[src/rtl/muldiv_unit.sv]
// muldiv_unit: iterative radix-2 MULT/MULTU/DIV/DIVU unit with architectural HI/LO registers.
// Optional MULDIV_EARLY_OUT_EN: multiplies leave CALC once the remaining multiplier bits are zero.
module muldiv_unit #(
    parameter int WIDTH = 32
) (
    input  logic             clock,
    input  logic             reset,
    input  logic             start,
    input  logic [1:0]       op,
    input  logic [WIDTH-1:0] a,
    input  logic [WIDTH-1:0] b,
    input  logic             hi_we,
    input  logic             lo_we,
    input  logic [WIDTH-1:0] wdata,
    output logic             busy,
    output logic             done,
    output logic             div_zero,
    output logic [WIDTH-1:0] hi,
    output logic [WIDTH-1:0] lo
);

    localparam int CW = $clog2(WIDTH);

    typedef enum logic [1:0] {IDLE, CALC, FIX, DONE} state_t;
    state_t state, nextState;

    logic [CW-1:0]      iterCnt;
    logic               opDiv, negRes, negRem, divZero;
    logic [2*WIDTH-1:0] prodAcc, mcandSh;
    logic [WIDTH-1:0]   bReg, quo, rem, hiReg, loReg;

    logic               signedOp, aNeg, bNeg, bIsZero, calcLast, trialFits;
    logic [WIDTH-1:0]   aMag, bMag, quoFix, remFix;
    logic [2*WIDTH-1:0] prodFix;
    logic [WIDTH:0]     trial, trialDiff;

    assign signedOp = ~op[0];
    assign aNeg     = signedOp & a[WIDTH-1];
    assign bNeg     = signedOp & b[WIDTH-1];
    assign aMag     = aNeg ? -a : a;
    assign bMag     = bNeg ? -b : b;
    assign bIsZero  = (b == '0);

    // Restoring division step: quo shifts its dividend bits into rem, quotient bits in at the LSB.
    assign trial     = {rem, quo[WIDTH-1]};
    assign trialDiff = trial - {1'b0, bReg};
    assign trialFits = ~trialDiff[WIDTH];

    assign prodFix = negRes ? -prodAcc : prodAcc;
    assign quoFix  = negRes ? -quo : quo;
    assign remFix  = negRem ? -rem : rem;

    always_comb begin
        calcLast = (iterCnt == CW'(WIDTH - 1));
`ifdef MULDIV_EARLY_OUT_EN
        if (!opDiv && (bReg[WIDTH-1:1] == '0)) calcLast = 1'b1;
`endif
    end

    always_ff @(posedge clock or negedge reset) begin
        if (!reset) state <= IDLE;
        else        state <= nextState;
    end

    always_comb begin
        nextState = state;
        case (state)
            IDLE: if (start) nextState = (op[1] && bIsZero) ? DONE : CALC;
            CALC: if (calcLast) nextState = FIX;
            FIX:  nextState = DONE;
            DONE: nextState = IDLE;
            default: nextState = IDLE;
        endcase
    end

    always_ff @(posedge clock or negedge reset) begin
        if (!reset) begin
            iterCnt <= '0;
            opDiv   <= 1'b0;
            negRes  <= 1'b0;
            negRem  <= 1'b0;
            divZero <= 1'b0;
            prodAcc <= '0;
            mcandSh <= '0;
            bReg    <= '0;
            quo     <= '0;
            rem     <= '0;
            hiReg   <= '0;
            loReg   <= '0;
        end else begin
            case (state)
                IDLE: begin
                    if (start) begin
                        divZero <= op[1] & bIsZero;
                        opDiv   <= op[1];
                        negRes  <= aNeg ^ bNeg;
                        negRem  <= aNeg;
                        iterCnt <= '0;
                        prodAcc <= '0;
                        mcandSh <= {{WIDTH{1'b0}}, aMag};
                        bReg    <= bMag;
                        quo     <= aMag;
                        rem     <= '0;
                    end
                end
                CALC: begin
                    iterCnt <= iterCnt + CW'(1);
                    if (opDiv) begin
                        rem <= trialFits ? trialDiff[WIDTH-1:0] : trial[WIDTH-1:0];
                        quo <= {quo[WIDTH-2:0], trialFits};
                    end else begin
                        // Multiplicand shifts left instead of the accumulator shifting right,
                        // so the product is already aligned whenever CALC ends.
                        if (bReg[0]) prodAcc <= prodAcc + mcandSh;
                        mcandSh <= mcandSh << 1;
                        bReg    <= bReg >> 1;
                    end
                end
                default: ;
            endcase

            if (state == FIX) begin
                if (opDiv) begin
                    hiReg <= remFix;
                    loReg <= quoFix;
                end else begin
                    hiReg <= prodFix[2*WIDTH-1:WIDTH];
                    loReg <= prodFix[WIDTH-1:0];
                end
            end else if (state == IDLE || state == DONE) begin
                if (hi_we) hiReg <= wdata;
                if (lo_we) loReg <= wdata;
            end
        end
    end

    assign busy     = (state != IDLE);
    assign done     = (state == DONE);
    assign div_zero = divZero;
    assign hi       = hiReg;
    assign lo       = loReg;

endmodule

[config.mk]
export PLATFORM = sky130hd
export DESIGN_NAME = muldiv_unit
export DESIGN_NICKNAME = d
export VERILOG_FILES = /design/src/rtl/muldiv_unit.sv
export SDC_FILE = /design/constraint.sdc
export NUM_CORES = 1
export LEC_CHECK = 0
export CAP_MARGIN = 40
export CORE_ASPECT_RATIO = 0.7
export CORE_UTILIZATION = 60
export DETAILED_ROUTE_END_ITERATION = 10
export GPL_TIMING_DRIVEN = 0
export MAX_ROUTING_LAYER = met4
export PLACE_DENSITY = 0.82
export SLEW_MARGIN = 10
export SYNTH_ARGS = -nofsm -noshare
export SYNTH_HDL_FRONTEND = slang
export SYNTH_SLANG_ARGS = --single-unit
[constraint.sdc]
create_clock -name clock -period 4.1 [get_ports clock]
set_clock_uncertainty 0.15 [all_clocks]
set_input_delay 0.82 -clock clock [delete_from_list [all_inputs] [get_ports clock]]
set_output_delay 0.82 -clock clock [all_outputs]
set_load 0.05 [all_outputs]
==> reports/qor.csv, run 1 <==
metric,value,unit
status,"complete, no violations",
# IOs,170,
final setup fails,0,
maximum vdd ir drop,0.5296,mV
CTS Buf Count,31,
Nets,3155,
Max Cap Viol,0,
Mapped Area,22270,um^2
asr flop ratio synth,100.0,%
Most used DFF post-synth,dfrtp_1,
routed wire length,85110,um
CP Cell Sequence,ha_1 -> inv_1 -> fa_1 -> nor2b_1 -> o2111ai_2 -> a31oi_2 -> a2111oi_4 -> o31ai_4 -> o31ai_4 -> buf_4 -> o41ai_4 -> a21oi_1 -> xor2_1 -> o21ai_0,
vias in the first global route,21440,
CTS tree,yes,
Power Density,863.8,nW/um^2
Yosys cell types,76,
reg-to-reg setup timing slack,70,ps
sequential share of the synthesized area,33.60,%
Syn-to-layout area delta,16.56,%
chip width,232.3,um
Final ANT Viol Nets,0,
GRT overflow,0,
Critical Path RT,4470,ps
"EDFF count, synth",0,
Core Box Area,36210,um^2
wire length per cell,24.70,um
# clock sinks,299,
Pins Over Slew Limit,0,
Pleak,11.45,nW
layout cells sized above 1,4.049,%
Total Routing Usage GR,46.04,%
vias per cell,6.793,
minimum clock period,4025,ps
Worst Hold Class,in2async,
"Top cell by count, worst path",o31ai_4,
Final Util,71.67,%
hpwl dp,66900,um
CP arrival,4390,ps
WP buf/inv,2,
Max clock buf depth,3,
crit-path max FO,5,
Fillers,2826,
# DRC,0,
worst skew pair latency,600,ps
Worst Setup Path Type,reg2reg,
synthesized instance count,2734,
clock root buffer,clkbuf_16,
first-pass GRT wire length,128700,um
routability congestion estimate,1.098,
Initial Util,61.49,%
yosys warns,0,
setup TNS,0,ps
family with the most delay on the worst path,compound AO/OA/AOI/OAI gates,
clock-pin slew on the worst setup and hold paths,70,ps
DRT iter0 DRCs,3864,
DIE HEIGHT,163.2,um
register bit count reported by yosys,299,
IO buf count,169,
syn_nets,2947,
worst-margin pin slew,962.7,ps
initial antenna violation count,2,
Critical-path top delay cell,dfrtp_1,
Final Cycle Share,98.17,%
full die area,37900,um^2
"Avg Cell Area, Syn",8.144,um^2
crit start category,flop,
FP Rows,58,
Pre-antenna DRT Iters,7,
largest net degree at the start of global routing,116,
Crit. End Element,flop,
Final Hold Fails,0,
Max Clk Rate,248.4,MHz
Vias,23400,
H-tree levels,1,
headroom to the max-slew limit,35.14,%
"slowest stage delay, CP",500,ps
## power by group
part | internal (mW) | switching [mW] | leakage [nW] | total, mW
Sequential | 3.92 | 1.32 | 3.90 | 5.24
Combinational | 4.40 | 9.58 | 7.00 | 14.0
Clock | 1.90 | 1.30 | 0.553 | 3.20
Total | 10.2 | 12.2 | 11.5 | 22.4
## per-layer routing
metal  global-route usage (%)  routed length, um
met1                    66.13              36320
met2                    61.36              33240
met3                    13.98              12410
met4                    13.88               3125
met5                        -                  0
## layout make-up
cell class              count  area [um^2]  share of cell area, %
diodes                      1        2.502               0.009642
plain buffers             141        535.5                  2.063
clock buffers              36        834.6                  3.216
well taps                 480        600.6                  2.314
flip-flops and latches    299         7482                  28.83
multi-input cells        2222        14140                  54.47
repair buffers            176         1802                  6.942
clock inverters            19        294.0                  1.133
inverters                  71        266.5                  1.027
## layout by cell type, fill, tap and decap left out, types with 31 or more instances in the layout
| cell | instances |
|---|---|
| a22o_1 | 40 |
| clkbuf_16 | 31 |
| clkdlybuf4s50_1 | 168 |
| ha_1 | 108 |
| o21ai_0 | 356 |
| nor2_1 | 173 |
| xnor2_1 | 134 |
| a21o_1 | 58 |
| nand2_1 | 379 |
| or3_1 | 43 |
| dfrtp_1 | 299 |
| xor2_1 | 128 |
| nor3_1 | 43 |
| clkbuf_1 | 121 |
| a21oi_1 | 243 |
| nand3_1 | 37 |
| inv_1 | 70 |
| mux2i_1 | 42 |
| o31ai_1 | 32 |
## logic make-up after synthesis
family,count (synthesis),synth area share (%)
AOI/OAI and AO/OA,951,26.23
xor gates and xnor gates,263,10.35
adders and majority gates,110,6.249
buffers and inverters,213,3.613
DFF,299,33.60
muxes,46,2.141
and+or+nand+nor,852,17.82
## synthesized netlist by cell type (12+ instances only)
| library cell | n | area, um^2 |
|---|---|---|
| a22oi_1 | 20 | 150.1 |
| and3_1 | 18 | 112.6 |
| nand2_1 | 379 | 1423 |
| o211ai_1 | 13 | 97.59 |
| xnor2_1 | 134 | 1174 |
| xor2_1 | 129 | 1130 |
| a31oi_1 | 15 | 93.84 |
| nand4_1 | 20 | 125.1 |
| nor2b_1 | 18 | 112.6 |
| a21oi_1 | 245 | 1226 |
| nor3_1 | 44 | 220.2 |
| o31ai_1 | 34 | 255.2 |
| nand2b_1 | 27 | 168.9 |
| dfrtp_1 | 299 | 7482 |
| a21o_1 | 58 | 435.4 |
| a22o_1 | 40 | 350.3 |
| ha_1 | 108 | 1351 |
| or3_1 | 43 | 269.0 |
| a211oi_1 | 24 | 180.2 |
| nand3_1 | 37 | 185.2 |
| nor2_1 | 173 | 649.4 |
| nor4_1 | 22 | 137.6 |
| o21bai_1 | 17 | 127.6 |
| o21ai_0 | 358 | 1792 |
| and2_1 | 12 | 75.07 |
| a221o_1 | 13 | 130.1 |
| o221ai_1 | 12 | 105.1 |
| o41ai_1 | 19 | 166.4 |
| nor3b_1 | 14 | 105.1 |
| clkbuf_1 | 122 | 457.9 |
| inv_1 | 70 | 262.8 |
| mux2i_1 | 42 | 420.4 |
| buf_1 | 16 | 60.06 |
| o21a_1 | 18 | 135.1 |
| or4_1 | 17 | 127.6 |
## final timing paths
path                                   startpoint                      end  depth (start not counted)
max                        mcandSh[0]$_DFFE_PN0P_  prodAcc[50]$_DFFE_PN0P_                         14
min                                         reset      rem[31]$_DFFE_PN0P_                          1
max reg2reg                mcandSh[0]$_DFFE_PN0P_  prodAcc[50]$_DFFE_PN0P_                         14
min reg2reg                    lo[11]$_DFFE_PN0P_       lo[11]$_DFFE_PN0P_                          2
max in group asynchronous                   reset  mcandSh[12]$_DFFE_PN0P_                          2
min in group clock             lo[11]$_DFFE_PN0P_       lo[11]$_DFFE_PN0P_                          2
## state kept, by name, summed over array words and instances, names as in the netlist
signal	count
mcandSh	64
opDiv	1
rem	32
negRem	1
quo	32
state	2
iterCnt	5
div_zero	1
negRes	1
prodAcc	64
hi	32
lo	32
bReg	32
## through the flow
stage,std cells,setup slack [ps],instance area (um^2),power (mW),hold slack (ps)
floorplan,2734,742.9,22270,13.66,321.6
global placement,3383,-10450,24560,18.11,314.8
detailed placement,3386,-705.0,24630,18.42,321.6
CTS,3442,62.47,25830,21.67,56.59
global route,3445,-26.97,25950,23.41,92.38
finish,3445,74.99,25950,22.42,55.87
## timing repair
action / in CTS / in global routing
hold buffers: 0 / 0
pin swaps: 1 / 5
resized for setup: 9 / 18
setup buffers: 1 / 3
endpoints found under the setup margin: 53 / 58
No activity file was read; power rests on OpenSTA's default activity.
==> inputs of run 2 (changes only) <==
- CORE_MARGIN: not set -> 4
==> reports/qor.csv, run 2 (synthesis gave the netlist of run 1 again) <==
metric,value,unit,change
status,"complete, no violations",,
Nets,3155,,unchanged
Worst Hold Class,in2async,,
layout cells sized above 1,3.810,%,-0.24 points
Vias,23930,,+2.3%
crit start category,flop,,
Pre-antenna DRT Iters,8,,+1
full die area,40310,um^2,+6.4%
Post-Layout Cell Count,3449,,+0.12%
final setup fails,0,,unchanged
Max clock buf depth,3,,unchanged
WP buf/inv,0,,-2
CTS tree,yes,,
Pleak,11.39,nW,-0.56%
Pins Over Slew Limit,0,,unchanged
vias per cell,6.939,,+2.1%
first-pass GRT wire length,132200,um,+2.7%
Reg power frac,23.6,%,+0.2 points
Total Routing Usage GR,43.12,%,-2.9 points
"most common cell after layout, fill and taps aside",nand2_1,,
IO buf count,169,,unchanged
Sw Share,54.62,%,+0.19 points
family with the most delay on the worst path,compound AO/OA/AOI/OAI gates,,
Crit. End Element,flop,,
worst-margin pin slew,1014,ps,+51.03 ps
wire length per cell,25.40,um,+2.8%
Core Box Area,36280,um^2,+0.20%
Placed Cells,3386,,unchanged
largest net degree at the start of global routing,116,,unchanged
GRT overflow,0,,unchanged
Power Density,860.3,nW/um^2,-0.41%
CP arrival,4350,ps,-40 ps
"slowest stage delay, CP",640,ps,+140 ps
Max Cap Viol,0,,unchanged
Final ANT Viol Nets,0,,unchanged
Switch Pwr,12.15,mW,-0.47%
crit-path max FO,5,,unchanged
Top Registers,"mcandSh (64), prodAcc (64)",,
Clock power frac,14.0,%,-0.3 points
FP Rows,58,,unchanged
CP Cell Sequence,ha_1 -> a211oi_1 -> nor2_1 -> and3_1 -> a2111oi_4 -> o31ai_4 -> o31ai_4 -> o21ai_0 -> a211oi_2 -> nor4b_1 -> a211o_1,,
Syn-to-layout area delta,16.09,%,
Critical-path top delay cell,a2111oi_4,,
"Top cell by count, worst path",o31ai_4,,
reg-to-reg setup timing slack,80,ps,about the same
cell area after layout,25850,um^2,-0.40%
Final Hold Fails,0,,unchanged
# IOs,170,,unchanged
Critical Path RT,4430,ps,-40 ps
routability congestion estimate,1.089,,-0.89%
DRT iter0 DRCs,4092,,+5.9%
H-tree levels,1,,unchanged
headroom to the max-slew limit,31.70,%,-3.4 points
clock-pin slew on the worst setup and hold paths,70,ps,about the same
Worst Setup Path Type,reg2reg,,
initial antenna violation count,3,,+1
RSZ-0062 raised after global routing,false,,
dpl cell area,24630,um^2,about the same
Final Cycle Share,97.96,%,-0.21 points
combinational power share,62.4,%,about the same
# clock sinks,299,,unchanged
chip width,238.3,um,+2.6%
Max Clk Rate,249.0,MHz,+0.21%
routed wire length,87590,um,+2.9%
Initial Util,61.37,%,-0.12 points
clock root buffer,clkbuf_16,,
CTS Buf Count,31,,unchanged
hpwl dp,68550,um,+2.5%
Internal,10.09,mW,-1.2%
maximum vdd ir drop,0.4857,mV,-8.3%
vias in the first global route,21800,,+1.7%
DIE HEIGHT,169.2,um,+3.7%
worst skew pair latency,600,ps,about the same
minimum clock period,4016,ps,-8.590 ps
most frequent cells in the layout,"nand2_1 (379), o21ai_0 (358), dfrtp_1 (298)",,
# DRC,0,,unchanged
Hold Buf Count CTS,0,,unchanged
==> run 2: final cells by class <==
class / count / area (um^2)
sequential: 299 / 7483
multi-input combinational: 2222 / 14080
clock inverter: 21 / 262.8
tap: 480 / 600.6
clock buffer: 36 / 824.5
fill: 2843 / 10440
timing repair buffer: 176 / 1788
buffer: 141 / 536.8
inverter: 71 / 266.5
antenna: 3 / 7.507
==> run 2: power by group through the flow <==
| stage | sequential [mW] | combinational [mW] | clock, mW |
|---|---|---|---|
| detailed placement | 5.20 | 13.2 | 0 |
| finish | 5.24 | 13.9 | 3.12 |
| global route | 5.28 | 14.7 | 3.22 |
| CTS | 5.15 | 13.3 | 3.10 |
| global placement | 5.15 | 12.9 | 0 |
| floorplan | 5.72 | 7.94 | 0 |
==> run 2: routing by layer <==
layer | vias up | share of wire, % | track usage (%)
met2 | 1892 | 39 | 58.37
li1 | 10290 | - | -
met3 | 275 | 15 | 13.40
met5 | - | 0 | -
met4 | 0 | 3.6 | 10.57
met1 | 11480 | 42 | 63.00
==> run 2: what timing repair did <==
item	in CTS	in global routing
pin swaps	0	2
resized for setup	8	8
setup buffers	0	2
setup endpoints to repair	18	47
==> run 2: path summary, 6_finish.rpt <==
path	from	depth (start not counted)	to
max	prodAcc[7]$_DFFE_PN0P_	11	prodAcc[62]$_DFFE_PN0P_
min	reset	1	rem[14]$_DFFE_PN0P_
max reg2reg	prodAcc[7]$_DFFE_PN0P_	11	prodAcc[62]$_DFFE_PN0P_
min reg2reg	lo[13]$_DFFE_PN0P_	2	lo[13]$_DFFE_PN0P_
max in group asynchronous	reset	2	mcandSh[1]$_DFFE_PN0P_
min in group clock	lo[13]$_DFFE_PN0P_	2	lo[13]$_DFFE_PN0P_
==> run 2: worst reg2reg max path: cells and delay by family (launching register included) <==
kind	cells	cell delay (ps)
AOI/OAI and AO/OA	7	2500
adders and majority gates	1	390
DFF	1	440
and+or+nand+nor	3	430
==> run 2: stage by stage <==
| step | worst slack [ps] | TNS (ps) | hold slack [ps] | utilization, % | total power, mW |
|---|---|---|---|---|---|
| 3_3_place_gp | -10470 | -3128020 | 313.7 | 67.68 | 18.02 |
| 6_report | 83.58 | 0 | 36.71 | 71.24 | 22.24 |
| 4_1_cts | 13.06 | 0 | 60.41 | 71.02 | 21.55 |
| 3_5_place_dp | -544.7 | -11150 | 323.7 | 67.88 | 18.40 |
| 2_1_floorplan | 742.9 | 0 | 321.6 | - | 13.66 |
| 5_1_grt | 6.216 | 0 | 87.18 | 71.24 | 23.22 |
